`src/rtl/store_buffer_pkg.sv`:
```
// Shared types and helpers for the posted-write store buffer.
package store_buffer_pkg;

  localparam int unsigned AddrWidth     = 32;
  localparam int unsigned DataWidth     = 32;
  localparam int unsigned SelWidth      = 4;
  localparam int unsigned WordAddrWidth = 30;

  // One buffered store: word address, byte-lane enables and data.
  typedef struct packed {
    logic [WordAddrWidth-1:0] addr;
    logic [SelWidth-1:0]      sel;
    logic [DataWidth-1:0]     data;
  } sb_entry_t;

  // Word index of a byte address; the lane offset is carried by sel instead.
  function automatic logic [WordAddrWidth-1:0] word_index(input logic [AddrWidth-1:0] byte_addr);
    return byte_addr[AddrWidth-1:2];
  endfunction

endpackage

```
`src/rtl/store_buffer_fifo.sv`:
```
// Entry storage for the store buffer: circular FIFO with head/tail pointers and occupancy count.
// All entries are exposed so the parent can forward bytes from any valid slot.
module store_buffer_fifo
  import store_buffer_pkg::*;
#(
  parameter int unsigned DEPTH     = 4,
  parameter int unsigned PTR_WIDTH = 2
) (
  input  logic                 clock,
  input  logic                 reset,
  input  logic                 push_i,
  input  sb_entry_t            push_entry_i,
  input  logic                 pop_i,
  output sb_entry_t            entries_o [DEPTH],
  output logic [PTR_WIDTH-1:0] head_o,
  output logic [PTR_WIDTH:0]   count_o,
  output logic                 full_o,
  output logic                 empty_o
);

  localparam logic [PTR_WIDTH-1:0] PtrOne     = {{(PTR_WIDTH-1){1'b0}}, 1'b1};
  localparam logic [PTR_WIDTH:0]   CountOne   = {{PTR_WIDTH{1'b0}}, 1'b1};
  localparam logic [PTR_WIDTH:0]   DepthCount = {1'b1, {PTR_WIDTH{1'b0}}};

  sb_entry_t            mem_q [DEPTH];
  sb_entry_t            mem_d [DEPTH];
  logic [PTR_WIDTH-1:0] head_q, head_d;
  logic [PTR_WIDTH-1:0] tail_q, tail_d;
  logic [PTR_WIDTH:0]   count_q, count_d;

  // Next-state: pointers wrap naturally since DEPTH is a power of two.
  always_comb begin
    mem_d   = mem_q;
    head_d  = head_q;
    tail_d  = tail_q;
    count_d = count_q;
    if (push_i) begin
      mem_d[tail_q] = push_entry_i;
      tail_d        = tail_q + PtrOne;
    end
    if (pop_i) begin
      head_d = head_q + PtrOne;
    end
    unique case ({push_i, pop_i})
      2'b10:   count_d = count_q + CountOne;
      2'b01:   count_d = count_q - CountOne;
      default: count_d = count_q;
    endcase
  end

  // Control state with synchronous reset.
  always_ff @(posedge clock) begin
    if (reset) begin
      head_q  <= '0;
      tail_q  <= '0;
      count_q <= '0;
    end else begin
      head_q  <= head_d;
      tail_q  <= tail_d;
      count_q <= count_d;
    end
  end

  // Entry payloads are never cleared; count alone decides validity.
  always_ff @(posedge clock) begin
    mem_q <= mem_d;
  end

  // Status outputs.
  always_comb begin
    entries_o = mem_q;
    head_o    = head_q;
    count_o   = count_q;
    full_o    = (count_q == DepthCount);
    empty_o   = (count_q == '0);
  end

endmodule

```
`src/rtl/store_buffer.sv`:
```
// Posted-write buffer between the CPU data port and a single-ported data RAM.
// Stores queue in a FIFO and drain on cycles without a CPU load; loads see buffered
// stores through byte-wise forwarding from the youngest matching entry.
module store_buffer
  import store_buffer_pkg::*;
#(
  parameter int unsigned DEPTH     = 4,
  parameter int unsigned PTR_WIDTH = 2
) (
  input  logic        clock,
  input  logic        reset,
  input  logic        cpu_write_enable,
  input  logic [31:0] cpu_write_address,
  input  logic [3:0]  cpu_write_select,
  input  logic [31:0] cpu_write_data,
  input  logic        cpu_read_enable,
  input  logic [31:0] cpu_read_address,
  output logic [31:0] cpu_read_data,
  output logic        stall_request,
  output logic        empty,
  output logic        ram_read_enable,
  output logic [31:0] ram_read_address,
  input  logic [31:0] ram_read_data,
  output logic        ram_write_enable,
  output logic [31:0] ram_write_address,
  output logic [3:0]  ram_write_select,
  output logic [31:0] ram_write_data
);

  sb_entry_t            entries [DEPTH];
  sb_entry_t            push_entry;
  sb_entry_t            head_entry;
  logic [PTR_WIDTH-1:0] fifo_head;
  logic [PTR_WIDTH:0]   fifo_count;
  logic                 fifo_full;
  logic                 fifo_empty;
  logic                 drain;
  logic                 push;

  store_buffer_fifo #(
    .DEPTH     (DEPTH),
    .PTR_WIDTH (PTR_WIDTH)
  ) u_fifo (
    .clock        (clock),
    .reset        (reset),
    .push_i       (push),
    .push_entry_i (push_entry),
    .pop_i        (drain),
    .entries_o    (entries),
    .head_o       (fifo_head),
    .count_o      (fifo_count),
    .full_o       (fifo_full),
    .empty_o      (fifo_empty)
  );

  // Drain/enqueue arbitration: CPU loads own the RAM port, reset suppresses both.
  always_comb begin
    drain         = ~reset & ~fifo_empty & ~cpu_read_enable;
    // A full buffer still accepts when the head leaves in the same cycle.
    push          = ~reset & cpu_write_enable & (~fifo_full | drain);
    stall_request = cpu_write_enable & fifo_full & ~drain;
    empty         = fifo_empty;
    push_entry    = '{addr: word_index(cpu_write_address),
                      sel:  cpu_write_select,
                      data: cpu_write_data};
  end

  // RAM port: reads pass straight through, writes come from the FIFO head.
  always_comb begin
    head_entry        = entries[fifo_head];
    ram_read_enable   = cpu_read_enable;
    ram_read_address  = cpu_read_address;
    ram_write_enable  = drain;
    ram_write_address = {head_entry.addr, 2'b00};
    ram_write_select  = head_entry.sel;
    ram_write_data    = head_entry.data;
  end

  // Forwarding: walk oldest to youngest so later matches overwrite earlier lanes.
  always_comb begin
    logic [PTR_WIDTH-1:0] idx;
    cpu_read_data = ram_read_data;
    idx           = fifo_head;
    for (int k = 0; k < DEPTH; k++) begin
      idx = fifo_head + k[PTR_WIDTH-1:0];
      if ((k < int'(fifo_count)) && (entries[idx].addr == word_index(cpu_read_address))) begin
        for (int lane = 0; lane < 4; lane++) begin
          if (entries[idx].sel[lane]) begin
            cpu_read_data[8*lane +: 8] = entries[idx].data[8*lane +: 8];
          end
        end
      end
    end
  end

endmodule

```
`config.mk`:
```
export PLATFORM = sky130hd
export DESIGN_NAME = store_buffer
export DESIGN_NICKNAME = d
export VERILOG_FILES = /design/src/rtl/store_buffer_pkg.sv /design/src/rtl/store_buffer_fifo.sv /design/src/rtl/store_buffer.sv
export SDC_FILE = /design/constraint.sdc
export NUM_CORES = 1
export LEC_CHECK = 0
export ABC_CLOCK_PERIOD_IN_PS = 3800
export BUFFER_PORTS_ARGS = -buffer_cell sky130_fd_sc_hd__buf_2
export CORE_MARGIN = 5
export CORE_UTILIZATION = 40
export CTS_BUF_LIST = sky130_fd_sc_hd__clkbuf_8
export CTS_CLUSTER_SIZE = 28
export DETAILED_ROUTE_END_ITERATION = 10
export HOLD_SLACK_MARGIN = 0.08
export PLACE_DENSITY_LB_ADDON = 0.15
export SETUP_SLACK_MARGIN = 0.1
export SYNTH_ARGS = -nofsm -noshare
export SYNTH_HDL_FRONTEND = slang
export SYNTH_SLANG_ARGS = --single-unit
```
`constraint.sdc`:
```
create_clock -name clock -period 3.8 [get_ports clock]
set_input_delay 0.57 -clock clock [delete_from_list [all_inputs] [get_ports clock]]
set_output_delay 0.57 -clock clock [all_outputs]
set_load 0.02 [all_outputs]
```
==> results.toml <==
[clocking]
cts_tree = "built"
clock_sinks = 271
root_buffer = "clkbuf_8"
htreeDepth = 2
cts_buffer_depth = 3
clk_latency_ns = 0.64
clk_pin_slew_worst_paths_ns = 0.06
cts_buffers = 49

[worst_setup_path]
r2r-end = "u_fifo.entries_o[2]"
startpoint_type = "flip-flop"
cp.required_ns = 3.23
cp_max_fo = 12
reg2reg_slack_ns = 1.22
endpoint = "cpu_read_data[24]"
crit_type = "flip-flop to primary output"
cp-end-kind = "primary output"
reg2regPathDepth = 7
critPathArrivalTime_ns = 4.04
startpoint = "u_fifo.head_o[1]"
r2r_start = "u_fifo.count_o[0]"

[power]
p_per_area_nw_per_um2 = 355
p_leak_nw = 8.67
power.total_mw = 8.86
vdd_drop_max_mv = 0.230

[detailed_routing]
vias_per_cell = 5.91
drtIter0Drc = 1201
post_drt_wl_per_cell_um = 25.0
final_antenna_net_count = 0
drt-pass1-iter-count = 5
drc_errors = 0
vias = 14793
routed_wl_um = 62600

[flow_run]
maxCapViolations = 0

[cells_and_area]
fin_util = 0.552
nets = 2002
drive_gt1_frac = 0.520
final_common_cell = "edfxtp_1"
area_growth_pct = 36.8
final_cell_mix = "edfxtp_1, buf_4, buf_2"

[sta]
fin_crit_ns = 4.61
worst_pin_slew_ns = 0.920
hold_violations = 0
setup_viol = 32
rsz0062_at_grt = "true"
clock.fmax_mhz = 217
fin_crit_sh = 1.21
slew_viol_final = 0
slew_headroom = 0.387
finClkSkew_ns = 0.0133
fin_ws_ns = -0.810
setup_tns_ns = -24.26
hold_ws_ns = 0.138

[yosys]
synth_top_family_by_area = "multiplexers"
yosysTopAreaCellShare = 0.435
async_reset_ff_frac = 0
synth.mux.area_fraction = 0.276
synth_xor_xnor_area_share = 0.0428
synth_edf_count = 264
synth_fa_ha_area_frac = 0.00618
synthCells = 1398
synth_compound_area_frac = 0.116
yosys_most_used_dff = "edfxtp_1"
ys_ff_latch = 271
yosysWarnings = 0
netlist_area_um2 = 18200
post_synth_and_or_nand_nor_area_fraction = 0.0603
synth_cell_type_count = 69
seq_area_frac_synth = 0.443
synthTopCellsByArea = "edfxtp_1, mux4_2, mux2i_1"
avgSynthCellArea_um2 = 13.0
synth_area_leader_cell = "edfxtp_1"

[outcome]
violations = "setup timing"
status = "finished with violations"

[floorplanning]
core_um2 = 45200
die_x_um = 223
start_util = 0.403
dieHeight_um = 223
die_area_um2 = 49900
ioPinCount = 272
rows = 78

[global_routing]
grt_first_pass_wirelength_um = 92400
grt_antenna_before_repair = 10
grt_use_total = 0.241
grt_pass1_vias = 14862
grt_max_degree = 87
gr-total-overflow = 0

[place]
globalplace.congestion = 0.964
io_buffers = 263
dp_hpwl_um = 44900

[hold_path]
min-delay-path-class = "primary input to flip-flop"
-- where the power goes --
part / switching [mW] / total (mW) / internal, mW
logic: 1.34 / 2.50 / 1.16
clock network: 1.31 / 2.92 / 1.61
registers: 0.0607 / 3.44 / 3.38
-- area by class of cell --
type | instances | area [um^2]
clock inverter | 39 | 303
fill | 3764 | 20300
antenna | 7 | 17.5
sequential | 271 | 8080
timing repair buffer | 556 | 4180
tap | 600 | 751
multi-input combinational | 962 | 10800
clock buffer | 52 | 716
inverter | 17 | 68.8
-- logic make-up (layout without fill, tap and decap cells) --
kind of cell / count (synthesis) / in the layout
flip-flops: 271 / 271
other: 1 / 9
multiplexers: 347 / 347
adder cells (fa/ha/maj): 9 / 9
AND/OR/NAND/NOR: 226 / 227
buffers and inverters: 171 / 664
XOR/XNOR: 89 / 89
AO/OA/AOI/OAI: 284 / 288
-- cells in the mapped netlist (5+ instances only) --
| cell type | n |
|---|---|
| o22a_1 | 7 |
| buf_4 | 49 |
| a311oi_1 | 33 |
| o21ai_0 | 52 |
| a221oi_1 | 8 |
| ha_1 | 9 |
| nand2_1 | 86 |
| o21ai_1 | 32 |
| and2_1 | 6 |
| nand3_1 | 17 |
| a211oi_1 | 6 |
| xnor2_1 | 68 |
| mux2_2 | 54 |
| a22oi_1 | 5 |
| inv_1 | 17 |
| o2111ai_1 | 7 |
| nand4_1 | 23 |
| buf_6 | 15 |
| nor4_1 | 5 |
| xor2_1 | 21 |
| a2111oi_1 | 30 |
| a2111oi_0 | 40 |
| mux2i_1 | 172 |
| nor2_1 | 58 |
| mux4_2 | 118 |
| edfxtp_1 | 264 |
| clkbuf_1 | 52 |
| a21oi_1 | 13 |
| dfxtp_1 | 7 |
| buf_2 | 32 |
| a22o_1 | 5 |
| o22ai_1 | 20 |
-- worst max-delay path, stage by stage (launching register included) --
cell and delay, ns:
dfxtp_4 0.39, buf_12 0.12, buf_8 0.19, inv_6 0.06, buf_6 0.15, buf_4 0.17
mux2i_2 0.16, xnor2_1 0.29, nand4_1 0.15, buf_6 0.16, or4_4 0.62, buf_12 0.22
a2111oi_4 0.28, a311oi_2 0.08, buf_4 0.17, o21ai_2 0.06, buf_6 0.13
-- sequential cells by signal, indices dropped and copies added (netlist names) --
register          count
u_fifo.tail_q         2
u_fifo.count_o        3
u_fifo.head_o         2
u_fifo.entries_o    264
-- worst min path at each step --
stage,start,endpoint,slack [ns],cells after the start
4_1_cts,cpu_write_data[27],u_fifo.entries_o[93],0.08,1
3_5_place_dp,u_fifo.tail_q[1],u_fifo.tail_q[1],0.50,2
2_1_floorplan,u_fifo.tail_q[1],u_fifo.tail_q[1],0.47,2
5_1_grt,cpu_write_data[15],u_fifo.entries_o[147],0.10,1
3_3_place_gp,u_fifo.tail_q[1],u_fifo.tail_q[1],0.49,2
6_report,cpu_write_data[31],u_fifo.entries_o[31],0.14,1
-- through the flow --
step / instances / area, um^2 / setup slack [ns]
2_1_floorplan: 1399 / 18300 / 0.102
3_3_place_gp: 2353 / 21500 / -0.727
3_5_place_dp: 2353 / 21500 / -0.767
4_1_cts: 2468 / 24100 / -0.817
5_1_grt: 2500 / 24900 / -0.923
6_report: 2504 / 24900 / -0.810
-- per-layer routing --
metal | GRT usage | part of all wire
met5 | 0 | 0.00096
met4 | 0.0686 | 0.027
met3 | 0.0608 | 0.071
met2 | 0.384 | 0.47
met1 | 0.331 | 0.43
-- repair_timing --
| item | CTS | global route |
|---|---|---|
| cloned | 7 | 0 |
| hold buffers | 0 | 0 |
| pin swaps | 30 | 25 |
| buffers inserted | 17 | 29 |
| gates resized for setup | 257 | 98 |
| endpoints found under the setup margin | 45 | 32 |
No activity file was read; power rests on OpenSTA's default activity.
